$ cat config.mk
export PLATFORM = sky130hd
export DESIGN_NAME = bht_ctrl
export DESIGN_NICKNAME = d
export VERILOG_FILES = /design/src/rtl/bht_ctrl.sv
export SDC_FILE = /design/constraint.sdc
export NUM_CORES = 1
export LEC_CHECK = 0
export ABC_AREA = 1
export CORE_MARGIN = 4
export CORE_UTILIZATION = 38
export CTS_CLUSTER_SIZE = 25
export DETAILED_ROUTE_END_ITERATION = 10
export SLEW_MARGIN = 20
export SYNTH_ARGS = -nofsm -noshare
export SYNTH_HDL_FRONTEND = slang
export SYNTH_SLANG_ARGS = --single-unit
$ cat constraint.sdc
create_clock -name CLK -period 5.3 [get_ports CLK]
set_input_delay 0.795 -clock CLK [delete_from_list [all_inputs] [get_ports CLK]]
set_output_delay 0.795 -clock CLK [all_outputs]
set_load 0.03 [all_outputs]
$ cat src/rtl/bht_ctrl.sv
// Branch history table controller: 2-bit saturating counters in a single-port
// table, an init sweep after reset/flush, and a small update queue that yields
// the table port to lookups until it fills.
module bht_ctrl #(
  parameter int unsigned IDX_W  = 6,
  parameter int unsigned QDEPTH = 4
) (
  input  logic             CLK,
  input  logic             RESET,
  input  logic             FLUSH,
  input  logic             LOOKUP_VALID,
  input  logic [IDX_W-1:0] LOOKUP_IDX,
  output logic             LOOKUP_READY,
  output logic             PRED_VALID,
  output logic             PRED_TAKEN,
  input  logic             UPD_VALID,
  input  logic [IDX_W-1:0] UPD_IDX,
  input  logic             UPD_TAKEN,
  output logic             UPD_READY,
  output logic             INIT_BUSY
);

  localparam int unsigned DEPTH = 2 ** IDX_W;
  localparam int unsigned PTR_W = (QDEPTH > 1) ? $clog2(QDEPTH) : 1;
  localparam int unsigned CNT_W = PTR_W + 1;

  localparam logic [0:0] ST_INIT  = 1'b0;
  localparam logic [0:0] ST_RUN   = 1'b1;
  localparam logic [1:0] CTR_WEAK = 2'b10;

  logic [0:0]       state_q, state_d;
  logic [IDX_W-1:0] init_idx_q, init_idx_d;

  logic [1:0]       table_q [DEPTH];

  logic [IDX_W-1:0] q_idx [QDEPTH];
  logic             q_tkn [QDEPTH];
  logic [PTR_W-1:0] rd_ptr, wr_ptr;
  logic [CNT_W-1:0] count;

  logic             run, q_full, q_empty;
  logic             lookup_fire, upd_fire, upd_apply;
  logic [IDX_W-1:0] head_idx;
  logic             head_tkn;
  logic [1:0]       head_ctr;
  logic             tbl_we;
  logic [IDX_W-1:0] tbl_widx;
  logic [1:0]       tbl_wdata;

  // Handshakes: the port is only offered in RUN, and never in a flush cycle,
  // so nothing is accepted that the flush would immediately discard.
  assign run          = (state_q == ST_RUN);
  assign q_full       = (count == CNT_W'(QDEPTH));
  assign q_empty      = (count == '0);
  assign LOOKUP_READY = run & ~q_full & ~FLUSH;
  assign UPD_READY    = run & ~q_full & ~FLUSH;
  assign INIT_BUSY    = (state_q == ST_INIT);

  assign lookup_fire = LOOKUP_VALID & LOOKUP_READY;
  assign upd_fire    = UPD_VALID & UPD_READY;
  // A full queue blocks lookups, so the head update gets the port then too.
  assign upd_apply   = run & ~FLUSH & ~lookup_fire & ~q_empty;

  assign head_idx = q_idx[rd_ptr];
  assign head_tkn = q_tkn[rd_ptr];
  assign head_ctr = table_q[head_idx];

  // FSM state register
  always_ff @(posedge CLK or negedge RESET) begin
    if (!RESET) begin
      state_q    <= ST_INIT;
      init_idx_q <= '0;
    end else begin
      state_q    <= state_d;
      init_idx_q <= init_idx_d;
    end
  end

  // FSM next state: sweep one index per cycle, flush restarts from index 0
  always_comb begin
    state_d    = state_q;
    init_idx_d = init_idx_q;
    if (FLUSH) begin
      state_d    = ST_INIT;
      init_idx_d = '0;
    end else if (state_q == ST_INIT) begin
      init_idx_d = init_idx_q + IDX_W'(1);
      if (&init_idx_q) state_d = ST_RUN;
    end
  end

  // Single table write port: sweep write or saturating read-modify-write
  always_comb begin
    tbl_we    = 1'b0;
    tbl_widx  = init_idx_q;
    tbl_wdata = CTR_WEAK;
    if ((state_q == ST_INIT) && !FLUSH) begin
      tbl_we = 1'b1;
    end else if (upd_apply) begin
      tbl_we   = 1'b1;
      tbl_widx = head_idx;
      if (head_tkn) tbl_wdata = (head_ctr == 2'b11) ? 2'b11 : head_ctr + 2'b01;
      else          tbl_wdata = (head_ctr == 2'b00) ? 2'b00 : head_ctr - 2'b01;
    end
  end

  // Counter table; reset parks every entry so nothing is written while RESET is low
  always_ff @(posedge CLK or negedge RESET) begin
    if (!RESET) begin
      for (int i = 0; i < int'(DEPTH); i++) table_q[i] <= CTR_WEAK;
    end else if (tbl_we) begin
      table_q[tbl_widx] <= tbl_wdata;
    end
  end

  // Update queue payload storage
  always_ff @(posedge CLK) begin
    if (upd_fire) begin
      q_idx[wr_ptr] <= UPD_IDX;
      q_tkn[wr_ptr] <= UPD_TAKEN;
    end
  end

  // Update queue pointers and occupancy; flush drops everything queued
  always_ff @(posedge CLK or negedge RESET) begin
    if (!RESET) begin
      wr_ptr <= '0;
      rd_ptr <= '0;
      count  <= '0;
    end else if (FLUSH) begin
      wr_ptr <= '0;
      rd_ptr <= '0;
      count  <= '0;
    end else begin
      if (upd_fire)  wr_ptr <= wr_ptr + PTR_W'(1);
      if (upd_apply) rd_ptr <= rd_ptr + PTR_W'(1);
      case ({upd_fire, upd_apply})
        2'b10:   count <= count + CNT_W'(1);
        2'b01:   count <= count - CNT_W'(1);
        default: count <= count;
      endcase
    end
  end

  // Registered prediction, one cycle after the lookup is accepted
  always_ff @(posedge CLK or negedge RESET) begin
    if (!RESET) begin
      PRED_VALID <= 1'b0;
      PRED_TAKEN <= 1'b0;
    end else begin
      PRED_VALID <= lookup_fire;
      PRED_TAKEN <= lookup_fire & table_q[LOOKUP_IDX][1];
    end
  end

endmodule

==> out/results.ini, run 1 <==
[power]
ir_drop_v=0.0001930
power.density_nw_per_um2=269.2
leakagePower_nw=4.717

[critical_path]
worst-path-max-fanout=61
timing.rr.start=rd_ptr[0]
cp_slowest_cell=dfrtp_1
cp_data_arrival_time_ps=4490
worstPathCellList=inv_2 > nand2_1 > nand3_4 > buf_4 > nand2_2 > buf_12 > a21oi_1 > o21ai_0 > nand3_1 > nand3_1 > nand3_1 > nand3_1 > nand2_1 > nand2_2 > buf_4 > nand3_1 > nand2_1
required_ps=5680
r2r_slack_ps=1180
cpPeakStageDelay_ps=670
worst_setup_path_end_kind=flop
r2r_cells=17
crit_type=reg -> reg
critPathMostFrequentCell=nand3_1
crit_start=rd_ptr[0]
cp-start-kind=flop
crit_end=table_q[62]
reg2reg_to=table_q[62]

[grt]
overflow=0
grt_util_all_layers=0.2086
grt_max_degree=92
grt_pass1_vias=8527
antenna_found_initial=0
grt_first_pass_wirelength_um=46690

[hold_path]
hp-class=in -> async

[synthesis]
syn_inst=1305
synth_seq_area_share=0.4678
synth_edf_count=28
syn_nets=1329
synth_common_cells=450 x nand2_1, 191 x nand3_1, 138 x inv_1
synth_xor_xnor_area_share=0.002717
netlist_area_um2=9672
synth_fa_ha_area_frac=0.008538
synth.largest_area_cell=dfrtp_1
synth_compound_area_frac=0.07995
yosysWarnings=0
syn_area_per_cell_um2=7.411
ys.flop_type=dfrtp_1
synth_top_area_frac=0.2070
async_flop_share=0.8372
synth-seq-cells=172
synthDistinctLibCells=39
synth-simple-area-share=0.3402
synth.most_common_cell=nand2_1
muxShareOfSynthArea=0.008279
synthTopCellsByArea=dfrtp_1 21%, nand2_1 17%, dfstp_2 17%
synth_top_family_by_area=simple AND/OR/NAND/NOR gates

[clock_tree]
cts.repair.resized=0
cts_root_buf=clkbuf_16
clkTransAtPathRegs_ps=70
htreeDepth=4
postCtsSetupBuffers=0
clk_latency_ps=440
cts-buffers-inserted=17
cts_sinks=172
ctsHoldBuffers=0
cts.path.max_buffers=2
cts_tree=built

[floorplanning]
die_y_um=167.5
core-area_um2=25110
ios=23
dieWidth_um=167.5
die_area_um2=28070
rows=58
start_util=0.3852

[placement]
port_buffers=22
place_congestion=0.8851
hpwlAfterDp_um=18810

[drt]
drt_iter0_markers=970
num_vias=8763
ant_nets=0
routed_wl_um=29000
first_pass_iters=8
drc_errors=0
avgRoutedWirePerCell_um=17.62
viasPerCell=5.324

[timing]
fmax_ghz=0.2430
finClkSkew_ps=18.70
setup-violations-final=0
grt_setup_unrepaired=no
tightest_slew_ps=1024
whs_ps=431.4
fin_setup_tns_ps=0
post-route-period-util=0.7764
slew-limit-headroom=0.3176
hold_violations=0
period_minus_slack_ps=4115
slew_viol_final=0

[final_layout]
nets=1327
area_growth_pct=10.40
n_antenna_cell=0
final_layout_size_suffix_gt1_frac=0.1064

[outcome]
outcome=complete, no violations

[run]
max_cap_viol_count=0

## routing by layer
metal  wire (µm)  GRT usage  vias up
li1            -          -     4194
met1       12880     0.2825     4071
met4         974    0.07304        0
met3        2337    0.05146       75
met5           0          0        -
met2       12810     0.3277      423
## sequential cells by signal (all words and copies together) (netlist names), 2 cells and up
name / cells
q_tkn: 4
count: 3
table_q: 128
rd_ptr: 2
q_idx: 24
wr_ptr: 2
init_idx_q: 6
## worst min path at each step
stage	startpoint	endpoint	depth (start not counted)
after global placement	table_q[92]	table_q[92]	2
final	RESET	table_q[14]	1
after floorplan	table_q[24]	table_q[24]	2
after detailed placement	table_q[100]	table_q[100]	2
after CTS	table_q[1]	table_q[1]	2
after global routing	table_q[1]	table_q[1]	2
## power breakdown
part	switching [mW]	internal, mW	leakage (nW)
Combinational	0.126	0.0645	2.42
Sequential	0.0375	1.41	2.03
Clock	0.582	0.659	0.270
Total	0.746	2.13	4.72
## placed cells by master, fill, tap and decap left out, types with 2 or more instances in the layout
cell,instances
inv_6,6
o22ai_1,2
nor3_1,18
nor2_1,113
o21ai_1,7
o21ai_0,35
o211ai_1,26
or2_1,4
a22o_1,2
a21oi_1,21
nand3_1,191
o221ai_1,8
nand2_2,4
dfrtp_1,80
a32oi_1,11
clkbuf_16,17
clkinv_1,2
xnor2_1,2
mux2i_1,8
buf_4,15
nand2_1,448
dfstp_2,64
ha_1,5
inv_8,2
clkdlybuf4s50_1,21
clkinvlp_2,3
or2_2,8
edfxtp_1,28
inv_2,10
inv_1,138
## through the flow
stage               setup slack (ps)  utilization  total power [mW]  instance area (µm²)  std cells
global route                   786.3       0.4253             2.981                10680       1646
detailed placement              1251       0.4027             1.656                10110       1614
finish                          1185       0.4253             2.875                10680       1646
global placement                1336       0.4027             1.654                10110       1614
floorplan                       2665            -             1.562                 9672       1305
CTS                             1238       0.4251             2.895                10670       1646
## cells by family after synthesis
family	count (synthesis)
flip-flops	172
adder cells (fa/ha/maj)	6
buffers and inverters	208
AND/OR/NAND/NOR	791
XOR/XNOR	3
AO/OA/AOI/OAI	117
multiplexers	8
## final cells by class
type	count	area [µm²]
Multi-Input combinational cell	925	4265
Tap cell	330	412.9
Fill cell	2597	14430
Timing Repair Buffer	38	354.1
Sequential cell	172	4524
Clock buffer	18	429.2
Clock inverter	14	132.6
Inverter	149	559.3
## worst max-delay path, delay by kind of cell (launching register included)
family	cells	cell delay, ps
buffers and inverters	4	1180
flip-flops	1	670
AO/OA/AOI/OAI	2	250
AND/OR/NAND/NOR	11	1870
Note: power is estimated with default switching activity, not from simulation.
==> inputs of run 2 (changes only) <==
==> constraint.sdc (replaced) <==
create_clock -name CLK -period 3.5 [get_ports CLK]
set_input_delay 0.525 -clock CLK [delete_from_list [all_inputs] [get_ports CLK]]
set_output_delay 0.525 -clock CLK [all_outputs]
set_load 0.03 [all_outputs]
==> run 2 against run 1 <==
Wire length is 0.72% lower. Count of clock-buffer cells in the layout down 1. Total power rose by 55%. Clock power is 60% higher. Utilization is 0.91 points higher. Design area is 2.1% higher. Sequential cell count stayed put. Final cell count grew 0.97%. Largest cell class unchanged.
==> out/results.ini, run 2 (same netlist as run 1, synthesis figures left out) <==
[timing]
slew_viol_final=0  ; unchanged
timing.final.ws_setup_ps=375.8  ; -809.2 ps
finClkSkew_ps=14.25  ; -4.448 ps
fmax_ghz=0.3201  ; +32%
post-route-period-util=0.8926  ; +0.1162
hold_violations=0  ; unchanged
grt_setup_unrepaired=no
slew-limit-headroom=0.2540  ; -0.06355
setup-violations-final=0  ; unchanged
fin_setup_tns_ps=0  ; unchanged
period_minus_slack_ps=3124  ; -990.8 ps
tightest_slew_ps=1119  ; +95.46 ps
whs_ps=118.0  ; -313.4 ps

[final_layout]
n_antenna_cell=0  ; unchanged
reg_top3=table_q x128, q_idx x24, init_idx_q x6
largest_register_ffs=128  ; unchanged
fin_cells=1662  ; +0.97%
mostFrequentLayoutCell=nand2_1
nets=1343  ; +1.2%
regMostFlops=table_q
final_layout_size_suffix_gt1_frac=0.1186  ; +0.01224
layout_common_cells=448 x nand2_1, 191 x nand3_1, 138 x inv_1
area_growth_pct=12.76

[grt]
overflow=0  ; unchanged
grt_max_degree=78  ; -15%
antenna_found_initial=0  ; unchanged
grt_util_all_layers=0.2072  ; -0.001383
grt_first_pass_wirelength_um=46520  ; -0.36%
grt_pass1_vias=8725  ; +2.3%

[floorplanning]
ios=23  ; unchanged
dieWidth_um=167.5  ; unchanged
start_util=0.3852  ; unchanged
die_y_um=167.5  ; unchanged
die_area_um2=28070  ; unchanged
core-area_um2=25110  ; unchanged
rows=58  ; unchanged

[drt]
first_pass_iters=7  ; -1
viasPerCell=5.313  ; -0.21%
drc_errors=0  ; unchanged
routed_wl_um=28790  ; -0.72%
num_vias=8830  ; +0.76%
ant_nets=0  ; unchanged
avgRoutedWirePerCell_um=17.32  ; -1.7%
drt_iter0_markers=866  ; -11%

[critical_path]
crit_type=reg -> reg
timing.rr.start=rd_ptr[0]
cp-start-kind=flop
cp_data_arrival_time_ps=3480  ; -1010 ps
worst-path-max-fanout=64  ; +4.9%
r2r_slack_ps=380  ; -810 ps
r2r_cells=15  ; -2
reg2reg_to=table_q[55]
required_ps=3860  ; -1820 ps
worst_setup_path_end_kind=flop
crit_start=rd_ptr[0]

[clock_tree]
ctsHoldBuffers=0  ; unchanged
cts_root_buf=clkbuf_16
cts-buffers-inserted=17  ; unchanged
clkTransAtPathRegs_ps=80  ; about the same
htreeDepth=4  ; unchanged
clk_latency_ps=440  ; about the same
cts_sinks=172  ; unchanged
postCtsSetupBuffers=0  ; unchanged
cts.repair.resized=0  ; unchanged
cts.path.max_buffers=2  ; unchanged
cts_tree=built

[placement]
dp_cells=1630  ; +0.99%
port_buffers=22  ; unchanged
hpwlAfterDp_um=18780  ; -0.18%
place_congestion=0.9085  ; +2.6%
dp_slack_ps=227.8  ; -1023 ps

[power]
finalPower_mw=4.455  ; +55%
power.density_nw_per_um2=408.5  ; +52%
leakagePower_nw=4.839  ; +2.6%
ir_drop_v=0.0002059  ; +6.7%

[run]
max_cap_viol_count=0  ; unchanged

[hold_path]
hp-class=in -> async

[outcome]
outcome=complete, no violations

-- run 2: cell count changes in the layout (fill, tap and decap cells not counted) --
| cell | change |
|---|---|
| buf_12 | +6 |
| clkinv_1 | -1 |
| bufinv_16 | +1 |
| buf_4 | +10 |
| nand2_2 | +1 |
| inv_8 | +1 |
| clkbuf_1 | -1 |
| clkinv_2 | +1 |
| clkinvlp_4 | +3 |
| clkinvlp_2 | -3 |
| clkinv_4 | -1 |
| nand2_4 | -1 |
-- run 2: area by class of cell --
type,count,area [µm²]
Fill cell,2605,14200
Sequential cell,172,4524
Multi-Input combinational cell,925,4260
Inverter,149,559.3
Timing Repair Buffer,54,549.3
Clock buffer,17,425.4
Tap cell,330,412.9
Clock inverter,15,173.9
-- run 2: worst max-delay path by stage --
stage | to | depth (start not counted)
floorplan | count[2] | 10
global placement | table_q[32] | 11
detailed placement | table_q[72] | 13
CTS | table_q[29] | 15
global route | table_q[83] | 15
finish | table_q[55] | 15
-- run 2: power breakdown --
group          total (mW)  switching, mW  internal [mW]
logic               0.285          0.184          0.101
registers            2.19         0.0590           2.13
clock network        1.98          0.903           1.08
total                4.46           1.15           3.31
-- run 2: layer usage --
| layer | part of all wire | vias up | GRT usage |
|---|---|---|---|
| li1 | - | 4217 | - |
| met1 | 0.43 | 4201 | 0.2803 |
| met2 | 0.46 | 346 | 0.3305 |
| met3 | 0.076 | 66 | 0.04037 |
| met4 | 0.029 | 0 | 0.07904 |
| met5 | 0 | - | 0 |
-- run 2: critical path, cell delays in order (launching register included) --
cell and delay, ps:
dfrtp_1 470, nand2_1 110, nand2_1 60, o21ai_2 850, nand3_1 170, nand3_1 120, nand3_1 120, nand3_1 170
nand3_1 150, nand2_1 170, nand2_1 70, nand2_1 100, nand2_2 70, buf_12 220, nand2_1 90, nand2_1 70
-- run 2: per-stage QoR --
stage | instance area [µm²] | util
2_1_floorplan | 9672 | -
3_3_place_gp | 10310 | 0.4105
3_5_place_dp | 10310 | 0.4105
4_1_cts | 10910 | 0.4343
5_1_grt | 10910 | 0.4343
6_report | 10910 | 0.4343
==> inputs of run 3 (changes only) <==
--- a/config.mk
+++ b/config.mk
@@ -6,10 +6,11 @@
 export NUM_CORES = 1
 export LEC_CHECK = 0
 export ABC_AREA = 1
-export CORE_MARGIN = 4
+export CORE_MARGIN = 3
 export CORE_UTILIZATION = 38
 export CTS_CLUSTER_SIZE = 25
 export DETAILED_ROUTE_END_ITERATION = 10
+export GPL_TIMING_DRIVEN = 1
 export SLEW_MARGIN = 20
 export SYNTH_ARGS = -nofsm -noshare
 export SYNTH_HDL_FRONTEND = slang
==> run 3 against run 2 <==
Count of clock-buffer cells in the layout rose by 1. Die area decreased by 2.4%. Combinational power up 3%. Maximum frequency is 0.84% higher. Critical path depth stayed put. Clock skew rose by 3.5 ps. Worst setup slack improved by 26 ps. Register-to-register slack better by 30 ps. Utilization grew 0.90 points. Global-route usage grew 1.2 points.
==> out/results.ini, run 3 (same netlist as run 1, synthesis figures left out) <==
[hold_path]
hp-class=in -> async

[placement]
hpwlAfterDp_um=18800  ; +0.11%
port_buffers=22  ; unchanged
dp_cells=1623  ; -0.43%
placed_area_um2=10320  ; about the same
place_congestion=0.8622  ; -5.1%

[clock_tree]
cts.repair.resized=0  ; unchanged
cts_root_buf=clkbuf_16
ctsHoldBuffers=0  ; unchanged
postCtsSetupBuffers=0  ; unchanged
clk_latency_ps=440  ; about the same
htreeDepth=4  ; unchanged
cts_sinks=172  ; unchanged
clkTransAtPathRegs_ps=70  ; about the same
cts_tree=built
cts.path.max_buffers=2  ; unchanged
cts-buffers-inserted=17  ; unchanged

[grt]
overflow=0  ; unchanged
grt_util_all_layers=0.2189  ; +0.01168
grt_first_pass_wirelength_um=46180  ; -0.73%
grt_max_degree=70  ; -10%
antenna_found_initial=0  ; unchanged
grt_pass1_vias=8395  ; -3.8%

[final_layout]
final_layout_size_suffix_gt1_frac=0.1172  ; -0.001414
fin_cells=1655  ; -0.42%
layout_common_cells=448 x nand2_1, 191 x nand3_1, 138 x inv_1
mostFrequentLayoutCell=nand2_1
reg_top3=table_q x128, q_idx x24, init_idx_q x6
area.sequential_um2=4524  ; unchanged
n_antenna_cell=0  ; unchanged
design_area_um2=10940  ; +0.31%
regMostFlops=table_q
nets=1342  ; -0.074%
largest_register_ffs=128  ; unchanged
multiInputGateArea_um2=4260  ; unchanged
area_growth_pct=13.10
nFillCells=2509  ; -3.7%

[timing]
setup-violations-final=0  ; unchanged
hold_violations=0  ; unchanged
tightest_slew_ps=1141  ; +22.47 ps
post-route-period-util=0.8852  ; -0.007412
finClkSkew_ps=17.79  ; +3.547 ps
slew_viol_final=0  ; unchanged
fin_setup_tns_ps=0  ; unchanged
grt_setup_unrepaired=no
period_minus_slack_ps=3098  ; -25.94 ps
slew-limit-headroom=0.2389  ; -0.01508
fmax_ghz=0.3228  ; +0.84%

[critical_path]
cp-start-kind=flop
r2r_slack_ps=400  ; +30 ps
worst-path-max-fanout=33  ; -48%
crit_type=reg -> reg
worst_setup_path_end_kind=flop
required_ps=3870  ; about the same
cp_data_arrival_time_ps=3460  ; -20 ps

[drt]
drc_errors=0  ; unchanged
first_pass_iters=5  ; -2
drt_iter0_markers=954  ; +10%
avgRoutedWirePerCell_um=17.38  ; +0.32%
viasPerCell=5.341  ; +0.53%
num_vias=8839  ; +0.10%
ant_nets=0  ; unchanged
routed_wl_um=28760  ; -0.10%

[power]
leakagePower_nw=4.868  ; +0.60%
ir_drop_v=0.0002626  ; +27%
power.density_nw_per_um2=415.3  ; +1.7%
finalPower_mw=4.543  ; +2.0%

[floorplanning]
core-area_um2=24680  ; -1.7%
die_y_um=165.5  ; -1.2%
ios=23  ; unchanged
dieWidth_um=165.5  ; -1.2%
rows=57  ; -1.7%
start_util=0.3919  ; +0.006758
die_area_um2=27400  ; -2.4%

[run]
max_cap_viol_count=0  ; unchanged

[outcome]
outcome=complete, no violations

-- run 3: cell count changes in the layout (fill, tap and decap cells not counted), sizes merged --
cell	previous run	this run
clkinvlp	3	0
inv	157	159
buf	33	32
bufinv	2	3
clkbuf	17	18
clkinv	2	1
-- run 3: stage by stage --
step / util / worst slack (ps) / hold slack (ps)
6_report: 0.4433 / 401.8 / 109.8
5_1_grt: 0.4433 / 199.0 / 144.5
4_1_cts: 0.4433 / 438.2 / 127.9
3_5_place_dp: 0.4181 / 219.3 / 463.5
3_3_place_gp: 0.4181 / 309.1 / 461.3
2_1_floorplan: - / 1135 / 229.4
-- run 3: worst paths after layout --
path / startpoint / end / cells past startpoint
worst max register to register: rd_ptr[0] / table_q[39] / 15
worst min register to register: table_q[15] / table_q[15] / 2
worst max-delay path: rd_ptr[0] / table_q[39] / 15
max in group asynchronous: RESET / table_q[77] / 2
min in group CLK: table_q[15] / table_q[15] / 2
worst min-delay path: RESET / table_q[0] / 1
-- run 3: area by class of cell --
cell class	count	area share
multi-input cells	925	0.3895
repair buffers	53	0.05181
well taps	324	0.03706
flip-flops and latches	172	0.4136
inverters	149	0.05113
clock buffers	18	0.03923
clock inverters	14	0.01773
-- run 3: where the power goes --
group	switching, mW	internal, mW
Sequential	0.0556	2.13
Combinational	0.188	0.104
Clock	0.908	1.16
-- run 3: worst max-delay path, cell delays in order, from the launching register on --
cell	delay (ps)
dfrtp_1	480
nand2_1	120
nand2_1	60
o21ai_2	870
nand3_1	180
nand3_1	120
nand3_1	120
nand3_1	160
nand3_1	130
nand2_1	160
nand2_1	60
nand2_1	90
nand2_2	100
buf_12	190
nand2_1	80
nand2_1	60
-- run 3: layer usage --
metal	vias up	wire [µm]	global-route usage
met1	4214	12890	0.3038
met3	57	2276	0.04640
met5	-	0	0
met4	0	933	0.08204
li1	4214	-	-
met2	354	12670	0.3369
==> edit, RTL diff (settings of run 3) <==
Change the parameter `IDX_W` from 6 to 5.
--- a/src/rtl/bht_ctrl.sv
+++ b/src/rtl/bht_ctrl.sv
@@ -3,5 +3,5 @@
 // the table port to lookups until it fills.
 module bht_ctrl #(
-  parameter int unsigned IDX_W  = 6,
+  parameter int unsigned IDX_W  = 5,
   parameter int unsigned QDEPTH = 4
 ) (
Ports: changed (resized LOOKUP_IDX and UPD_IDX); port bits go from 23 to 21. The function was not compared with the original's and may differ.
==> edit against run 3 <==
- routed wire length shrank 48%
- total power shrank 44%
- sequential cell count decreased by 69
- maximum frequency is 13% higher
- global-route usage decreased by 3.4 points
- cell count is 41% lower
- area after synthesis decreased by 40%
- setup slack improved by 0.35 ns
- design area decreased by 41%
- critical path type unchanged
==> edit: results (changes against run 3) <==
[metrics] status: completed
[metrics] count of placed standard cells in the final layout, fillers left out: 969 (-41%)
[metrics] vias in the first global route: 4,657 (-45%)
[metrics] top fanout value on the critical path: 32 (-3.0%)
[metrics] final wirelength: 14,800 um (-48%)
[metrics] number of gates resized after CTS: 0 (unchanged)
[metrics] proportion of synthesized chip area in sequential cells: 46.9% (+0.14 points)
[metrics] ratio of routed vias to standard cells: 5.06 (-5.3%)
[metrics] share of flip-flops with an asynchronous set or reset: 76.7% (-7.0 points)
[metrics] net total in the final layout: 803 (-40%)
[metrics] Peak VDD IR: 0.218 mV (-17%)
[metrics] top cells by count, synth: nand2_1 (260), inv_1 (99), nand3_1 (97)
[metrics] Leakage: 2.97 nW (-39%)
[metrics] Post-Route Skew: 0.0101 ns (-0.00767 ns)
[metrics] clock buffer depth: 2 (unchanged)
[metrics] total clock buffers created by CTS: 9 (-8)
[metrics] # port buffers: 20 (-9.1%)
[metrics] latest clock arrival within the worst-skew pair: 0.36 ns (-0.08 ns)
[metrics] main area contributors after synthesis: dfrtp_1 (20%), nand2_1 (17%), dfstp_2 (14%)
[metrics] Slowest cell on crit path: nand2_2
[metrics] most frequently used flop master after synthesis: dfrtp_1
[metrics] normalized max-slew margin: 50.6% (+27 points)
[metrics] estimated wirelength of the detail-placed design: 9660 um (-49%)
[metrics] Post-synth EDFFs: 24 (-14%)
[metrics] fill cell instance count of the final layout: 1,524 (-39%)
[metrics] max incr delay on CP: 0.43 ns (-0.44 ns)
[metrics] H-Tree Depth: 3 (-1)
[metrics] gr usage total: 18.5% (-3.4 points)
[metrics] share of final-layout standard cells stronger than drive strength 1: 10.6% (-1.1 points)
[metrics] placer congestion estimate: 0.830 (-3.8%)
[metrics] first-pass GRT wire length: 24,200 um (-48%)
[metrics] initial DRC count: 427 (-55%)
[metrics] Data arrival, critical path: 3.03 ns (-0.43 ns)
[metrics] instance count of the mapped netlist: 767 (-41%)
[metrics] pin count of the biggest net entering global routing: 80 (+14%)
[metrics] Largest regs: table_q (64), q_idx (20), init_idx_q (5)
[metrics] count of distinct cell types in the synthesized netlist: 36 (-7.7%)
[metrics] Synth Net Count: 790 (-41%)
[metrics] # placed instances: 953 (-41%)
[metrics] switching power: 621 uW (-46%)
[metrics] Pre-antenna DRT Iters: 6 (+1)
[metrics] final antenna diode count: 0 (unchanged)
==> edit: area by class of cell <==
class	instances	area, um^2	area share (%)
Clock buffer	9	225	3.50
Clock inverter	7	63.8	0.990
Inverter	107	404	6.27
Multi-Input combinational cell	529	2490	38.7
Sequential cell	103	2740	42.5
Tap cell	184	230	3.57
Timing Repair Buffer	30	289	4.49
==> edit: final timing paths <==
| path | depth (start not counted) | slack (ns) | from | endpoint |
|---|---|---|---|---|
| min in group CLK | 2 | 0.47 | table_q[57] | table_q[57] |
| max in group asynchronous | 1 | 2.80 | RESET | table_q[28] |
| min reg2reg | 2 | 0.47 | table_q[57] | table_q[57] |
| max reg2reg | 15 | 0.75 | rd_ptr[0] | table_q[59] |
| min | 1 | 0.21 | RESET | table_q[8] |
| max | 15 | 0.75 | rd_ptr[0] | table_q[59] |
==> edit: per-stage QoR <==
stage          area, um^2  worst slack [ns]
2_1_floorplan        5830              1.05
3_3_place_gp         6150             0.622
3_5_place_dp         6150             0.569
4_1_cts              6440             0.739
5_1_grt              6440             0.470
6_report             6440             0.749
==> edit: metal layers <==
layer	GRT usage (%)	vias to the layer above	wire length, um
li1	-	2462	-
met2	28.4	92	6690
met4	7.15	0	278
met3	3.44	20	545
met5	0	-	0
met1	26.1	2328	7310
==> edit: power by group through the flow <==
| stage | Combinational, mW | Clock [mW] | Sequential (mW) |
|---|---|---|---|
| floorplan | 0.123 | 0 | 1.35 |
| global placement | 0.197 | 0 | 1.36 |
| detailed placement | 0.198 | 0 | 1.36 |
| CTS | 0.199 | 1.02 | 1.34 |
| global route | 0.225 | 1.06 | 1.35 |
| finish | 0.196 | 1.01 | 1.34 |
==> edit: logic make-up (layout without fill, tap and decap cells) <==
logic type | after synthesis | count (layout) | synth area share, %
and+or+nand+nor | 457 | 457 | 33.9
DFF | 103 | 103 | 46.9
AOI/OAI and AO/OA | 63 | 63 | 6.88
adders and majority gates | 7 | 7 | 1.63
xor gates and xnor gates | 2 | 2 | 0.300
buffers and inverters | 135 | 153 | 10.3
